[config.mk]
export PLATFORM = sky130hd
export DESIGN_NAME = minmax_scan_ctrl
export DESIGN_NICKNAME = d
export VERILOG_FILES = /design/src/rtl/minmax_scan_ctrl.sv
export SDC_FILE = /design/constraint.sdc
export NUM_CORES = 1
export LEC_CHECK = 0
export ABC_CLOCK_PERIOD_IN_PS = 2570
export CAP_MARGIN = 30
export CORE_ASPECT_RATIO = 1.2
export CORE_MARGIN = 2
export CORE_UTILIZATION = 48
export DETAILED_ROUTE_END_ITERATION = 8
export PLACE_DENSITY = 0.8
export SLEW_MARGIN = 0
export SYNTH_ARGS = -nofsm -noshare
export SYNTH_HDL_FRONTEND = slang
export SYNTH_SLANG_ARGS = --single-unit
[constraint.sdc]
create_clock -name clk -period 2.57 [get_ports clk]
set_input_delay 0.771 -clock clk [delete_from_list [all_inputs] [get_ports clk]]
set_output_delay 0.771 -clock clk [all_outputs]
set_load 0.01 [all_outputs]
[src/rtl/minmax_scan_ctrl.sv]
// minmax_scan_ctrl
// Scans a burst of N_SAMPLES unsigned samples and reports the largest and smallest
// values with the index of their first occurrence. It uses one external magnitude
// comparator, shared between the max check and the min check of each sample.
module minmax_scan_ctrl #(
  parameter int WIDTH     = 4,
  parameter int N_SAMPLES = 8,
  parameter int CNT_W     = 4
) (
  input  logic             clk,
  input  logic             rst_n,
  input  logic             start,
  input  logic             in_valid,
  input  logic [WIDTH-1:0] in_data,
  output logic             in_ready,
  output logic [WIDTH-1:0] cmp_a,
  output logic [WIDTH-1:0] cmp_b,
  input  logic             cmp_gt,
  input  logic             cmp_lt,
  output logic             busy,
  output logic             done,
  output logic [WIDTH-1:0] max_val,
  output logic [CNT_W-1:0] max_idx,
  output logic [WIDTH-1:0] min_val,
  output logic [CNT_W-1:0] min_idx
);

  typedef enum logic [2:0] {
    S_IDLE    = 3'd0,
    S_WAIT_IN = 3'd1,
    S_CMP_MAX = 3'd2,
    S_CMP_MIN = 3'd3,
    S_DONE    = 3'd4
  } state_t;

  localparam logic [CNT_W-1:0] LAST_IDX = CNT_W'(N_SAMPLES - 1);
  localparam logic [CNT_W-1:0] ONE      = CNT_W'(1);

  state_t           state;
  state_t           state_nxt;
  logic [CNT_W-1:0] cnt;
  logic [WIDTH-1:0] samp;
  logic             hs;
  logic             single;

  // A burst of one sample finishes as soon as that sample is taken.
  assign single = (N_SAMPLES == 1);
  assign hs     = in_valid && in_ready;

  // State register. in_ready is registered from the next state so that the
  // handshake qualifier comes straight off a flop.
  always_ff @(posedge clk) begin
    if (!rst_n) begin
      state    <= S_IDLE;
      in_ready <= 1'b0;
    end else begin
      state    <= state_nxt;
      in_ready <= (state_nxt == S_WAIT_IN);
    end
  end

  // Next-state decode: one wait for data, then the max and min checks on the shared comparator.
  always_comb begin
    state_nxt = state;
    case (state)
      S_IDLE:    if (start) state_nxt = S_WAIT_IN;
      S_WAIT_IN: begin
        if (hs) begin
          if (cnt == '0) state_nxt = single ? S_DONE : S_WAIT_IN;
          else           state_nxt = S_CMP_MAX;
        end
      end
      S_CMP_MAX: state_nxt = S_CMP_MIN;
      S_CMP_MIN: state_nxt = (cnt == LAST_IDX) ? S_DONE : S_WAIT_IN;
      S_DONE:    state_nxt = S_IDLE;
      default:   state_nxt = S_IDLE;
    endcase
  end

  // Output decode: status flags and the comparator operands for the current check.
  always_comb begin
    busy  = (state != S_IDLE);
    done  = (state == S_DONE);
    cmp_a = '0;
    cmp_b = '0;
    case (state)
      S_CMP_MAX: begin
        cmp_a = samp;
        cmp_b = max_val;
      end
      S_CMP_MIN: begin
        cmp_a = samp;
        cmp_b = min_val;
      end
      default: ;
    endcase
  end

  // Sample counter, held sample and running results. Strict compares keep the earliest index on ties.
  always_ff @(posedge clk) begin
    if (!rst_n) begin
      cnt     <= '0;
      samp    <= '0;
      max_val <= '0;
      max_idx <= '0;
      min_val <= '0;
      min_idx <= '0;
    end else begin
      case (state)
        S_IDLE: if (start) cnt <= '0;
        S_WAIT_IN: begin
          if (hs) begin
            if (cnt == '0) begin
              max_val <= in_data;
              min_val <= in_data;
              max_idx <= '0;
              min_idx <= '0;
              cnt     <= ONE;
            end else begin
              samp <= in_data;
            end
          end
        end
        S_CMP_MAX: begin
          if (cmp_gt) begin
            max_val <= samp;
            max_idx <= cnt;
          end
        end
        S_CMP_MIN: begin
          if (cmp_lt) begin
            min_val <= samp;
            min_idx <= cnt;
          end
          if (cnt != LAST_IDX) cnt <= cnt + ONE;
        end
        default: ;
      endcase
    end
  end

endmodule

After elaboration in Yosys (flattened, before gate mapping)
Cells that the tools add are included.

word-level totals
  register bits after elaboration = 28
  input bits = 10
  output and inout bits = 27
  word-level logic and storage cells = 59

operators by class
  add/subtract/negate cells = 1
  equality and inequality tests = 13
  multiplexer cells = 24
  bitwise gates (word level) = 1
  reductions and logical operators = 12

operators with widths
  cell                   number
  $mux W4                13
  $pmux W4 S2            5
  $ne A2 B2 Y1 const B   6
  $pmux W3 S4            1
  $pmux W4 S3            1
  $mux W3                3
  $reduce_and A4 Y1      2
  $eq A3 B1 Y1 const B   2
  $eq A3 B2 Y1 const B   2
  $reduce_bool A3 Y1     2
  $reduce_and A5 Y1      1
  $add A4 B1 Y4 const B  1
  $eq A4 B3 Y1 const B   1
  $logic_not A4 Y1       1
  $ne A4 B3 Y1 const B   1
  $reduce_bool A2 Y1     2
  $eq A3 B3 Y1 const B   1
  $logic_not A3 Y1       1
  $reduce_and A3 Y1      1
  $mux W2                1
  $reduce_or A2 Y1       1
  $logic_and A1 B1 Y1    1
  $not A1 Y1             1

Longest topological paths before layout
  depth after elaboration = 5
  gate-level depth with buffers = 8
  depth with buffers taken out = 6

Worst setup path before layout
No wires, ideal clock.

  path kind = reg-to-output
  from = register state[1]
  to = output cmp_a[0]
  arrival = 1.239 ns
  required time = 1.799 ns
  slack = 0.560 ns
  stages on the path, launching flop included = 5
  path buffers = 2
  cells stage by stage = dfxtp_1 > clkbuf_1 > clkbuf_1 > nor2b_1 > and2_1

between the ends
  word-level cells in the longest chain between the ends = 3
  elaborated cells between the ends (all ways) = 4
  classes of those cells = 2 x eq/ne; 1 x mux; 1 x reduce/logical

RTL lines
  what                                   RTL line  RTL
  from (decl)                            39        state_t state;
  from (signal assigned)                 57        state <= state_nxt;
  $eq A3 B2 Y1                           86        case (state)
  $reduce_or A2 Y1 (no source line) (*)  n/a
  $mux W4 (*)                            86
  to (decl)                              16        output logic [WIDTH-1:0] cmp_a,

Every way passes the cells marked *; elsewhere a longest branch is shown, timed or not.

Final worst setup path
  from = register state[1]
  to = output busy

between the ends
  word-level cells in the longest chain between the ends = 1

RTL lines
  what                RTL line  RTL
  $reduce_bool A3 Y1  82        busy = (state != S_IDLE);
  to (decl)           20        output logic busy,

No other way between the ends.

==> impl_metrics.py <==
metrics = {
    "run": {
        "cap_violations": 0,
    },
    "power_and_ir_drop": {
        "seqPwrFrac": 0.535,
        "p_int_uw": 648,
        "power.switching_uw": 200,
        "powerDensity_nw_per_um2": 442,
        "power_frac_clock": 0.346,
        "peakVddDrop_v": 0.000356,
        "switching_share": 0.236,
        "power_uw": 848,
        "p_comb_frac": 0.118,
        "p_leak_uw": 0.000632,
    },
    "layout": {
        "fin_cells": 240,
        "fin_nets": 219,
        "num_antenna_cells": 0,
        "layout-drive-gt1-share": 0.107,
        "syn2layout_area_growth_pct": 32.9,
    },
    "clock_tree": {
        "cts-root-buf": "clkbuf_4",
        "clock-sinks": 28,
        "cts.clk_slew.worst_paths_ns": 0.16,
        "cts_hold_repair.buffers": 0,
        "clockBufferDepth": 2,
        "post_cts_buffers": 0,
        "clk-insertion-delay-late_ns": 0.33,
        "cts_made_buffers": 3,
        "htreeDepth": 1,
        "ctsResizeCount": 1,
        "cts_tree": "done",
    },
    "synthesis": {
        "avgSynthCellArea_um2": 8.49,
        "syn-num-nets": 182,
        "ys_ff_latch": 28,
        "synth_edf_count": 0,
        "ys_seq_area_frac": 0.388,
        "synth_warnings": 0,
        "syn_inst": 170,
        "synthFlopType": "dfxtp_1",
        "async_reset_ff_frac": 0,
        "synth_cell_types": 41,
        "synthesis.area_um2": 1440,
    },
    "critical_path": {
        "critPathTopFamily": "buffers and inverters",
        "worst_ep_required_time_ns": 1.80,
        "endpoint_kind": "primary output",
        "crit_type": "flip-flop to primary output",
        "cp_slowest_cell": "clkdlybuf4s50_1",
        "crit_fanout": 15,
        "arrival_ns": 1.70,
        "path_cells": "buf_4 -> or3_1 -> clkdlybuf4s50_1",
        "crit_buf_inv": 2,
        "worstSetupStartpointType": "flip-flop",
        "slowest_delay_ns": 0.48,
    },
    "global_routing": {
        "antenna_found_initial": 0,
        "grt_use_total": 0.262,
        "grt_max_degree": 29,
        "grt_pass1_vias": 1417,
        "grt_pass1_wl_mm": 6.73,
        "grt_overflow": 0,
    },
    "place": {
        "dpl.hpwl_mm": 2.98,
        "portBuffers": 36,
        "place.gp.congestion": 0.879,
        "place_inst": 236,
    },
    "sta": {
        "period_share": 0.961,
        "finalHoldViolCount": 0,
        "fin_tns_setup_ns": 0,
        "worst_clock_skew_ns": 0.00977,
        "period_minus_slack_ns": 2.47,
        "slew_headroom": 0.474,
        "tightest_slew_ns": 0.786,
        "report.final.slew_viol_count": 0,
        "fmax_mhz": 405,
        "setup_viol": 0,
        "rsz0062_at_grt": "false",
    },
    "detailed_routing": {
        "drt-total-wl_mm": 4.07,
        "viasPerCell": 6.12,
        "met1_length_mm": 1.64,
        "final_antenna_net_count": 0,
        "drtPass1Iterations": 4,
        "vias": 1468,
        "wire_per_inst_um": 17.0,
        "drt_iter0_drc": 50,
        "remaining_drc_errors": 0,
        "dr.max_layer_used": "met4",
        "dr_wl_met2_mm": 2.18,
        "wl_met3_um": 214,
    },
    "floorplanning": {
        "die_height_um": 64.1,
        "die_x_um": 54.1,
        "initial_core_util": 0.509,
        "core_um2": 2840,
        "row_count": 21,
        "die_area_um2": 3460,
        "io_pins": 37,
    },
    "hold_path": {
        "hold_class": "flip-flop to flip-flop",
    },
    "run_status": {
        "outcome": "completed",
    },
}
-- logic make-up after synthesis --
| logic type | count (synthesis) | share of synthesized area |
|---|---|---|
| simple gates | 60 | 0.227 |
| mux | 12 | 0.0832 |
| buf+inv | 17 | 0.0511 |
| flops | 28 | 0.388 |
| compound gates | 51 | 0.233 |
| fa+ha+maj | 2 | 0.0173 |
-- layer usage --
layer,up-vias,GRT usage
met5,-,0
met4,0,0.106
met3,4,0.0491
met2,60,0.430
met1,703,0.327
li1,701,-
-- placed cells by master, fill, tap and decap left out, types with 2 or more instances in the layout --
master	netlist	layout
clkdlybuf4s50_1	0	36
dfxtp_1	28	26
a21oi_1	18	18
nor2_1	13	13
mux2i_1	12	12
nand2_1	12	12
buf_4	0	10
o21ai_0	9	9
nand3_1	7	7
nand4_1	5	5
a311oi_1	5	5
and2_1	4	4
o211ai_1	4	4
o41ai_1	4	4
nor3_1	3	3
nand3b_1	3	3
clkbuf_4	0	3
inv_1	2	2
o31a_1	2	2
nor4b_1	2	2
ha_1	2	2
dfxtp_2	0	2
-- synth_stat cells (2+ instances only) --
library cell | n | share of area
nand2b_1 | 2 | 0.0087
ha_1 | 2 | 0.017
a21oi_1 | 18 | 0.062
nand3_1 | 7 | 0.024
clkbuf_1 | 8 | 0.021
nor2_1 | 13 | 0.034
a311oi_1 | 5 | 0.030
nand3b_1 | 3 | 0.016
o41ai_1 | 4 | 0.024
nand2_1 | 12 | 0.031
dfxtp_1 | 28 | 0.39
buf_1 | 3 | 0.0078
mux2i_1 | 12 | 0.083
and2_1 | 4 | 0.017
nand4_1 | 5 | 0.022
inv_1 | 2 | 0.0052
nor2b_1 | 2 | 0.0087
o211ai_1 | 4 | 0.021
buf_2 | 2 | 0.0069
o21ai_0 | 9 | 0.031
o31a_1 | 2 | 0.012
nor4b_1 | 2 | 0.012
nor3_1 | 3 | 0.010
-- flip-flops by register name (all words and copies together), names as in the netlist --
signal    cells
cnt           4
max_idx       4
max_val       4
min_idx       4
min_val       4
samp          4
state         3
in_ready      1
-- final timing paths --
path              cells past startpoint          to       start  slack (ns)
setup / recovery                      3        busy    state[1]        0.10
hold / removal                        2  max_idx[3]  max_idx[3]        0.49
setup reg to reg                      6      cnt[3]      cnt[0]        0.35
hold reg to reg                       2  max_idx[3]  max_idx[3]        0.49
-- final cells by class --
| type | instances | area (µm²) |
|---|---|---|
| repair buffers | 46 | 435 |
| clock buffers | 3 | 22.5 |
| inverters | 3 | 11.3 |
| flip-flops and latches | 28 | 563 |
| fillers | 239 | 918 |
| well taps | 34 | 42.5 |
| multi-input cells | 125 | 815 |
| clock inverters | 1 | 30.0 |
-- power groups by stage --
stage	Sequential (µW)	Combinational, µW	Clock [µW]
detailed placement	463	98.9	0
global placement	462	95.1	0
finish	454	100	294
floorplan	460	52.5	0
CTS	453	99.4	296
global route	455	108	313
-- worst min-delay path: cells and delay by family, from the launching register on --
family | cells | cell delay [ns]
AOI/OAI and AO/OA | 2 | 0.12
DFF | 1 | 0.34
-- per-stage QoR --
stage               cell area (µm²)   util  worst slack, ns  hold slack [ns]
global route                   1920  0.676           0.0220            0.508
detailed placement             1860  0.655           0.0697            0.468
floorplan                      1440      -            0.560            0.476
global placement               1860  0.655            0.124            0.464
finish                         1920  0.676            0.101            0.486
CTS                            1910  0.675           0.0538            0.488
Note: power is estimated with default switching activity, not from simulation.
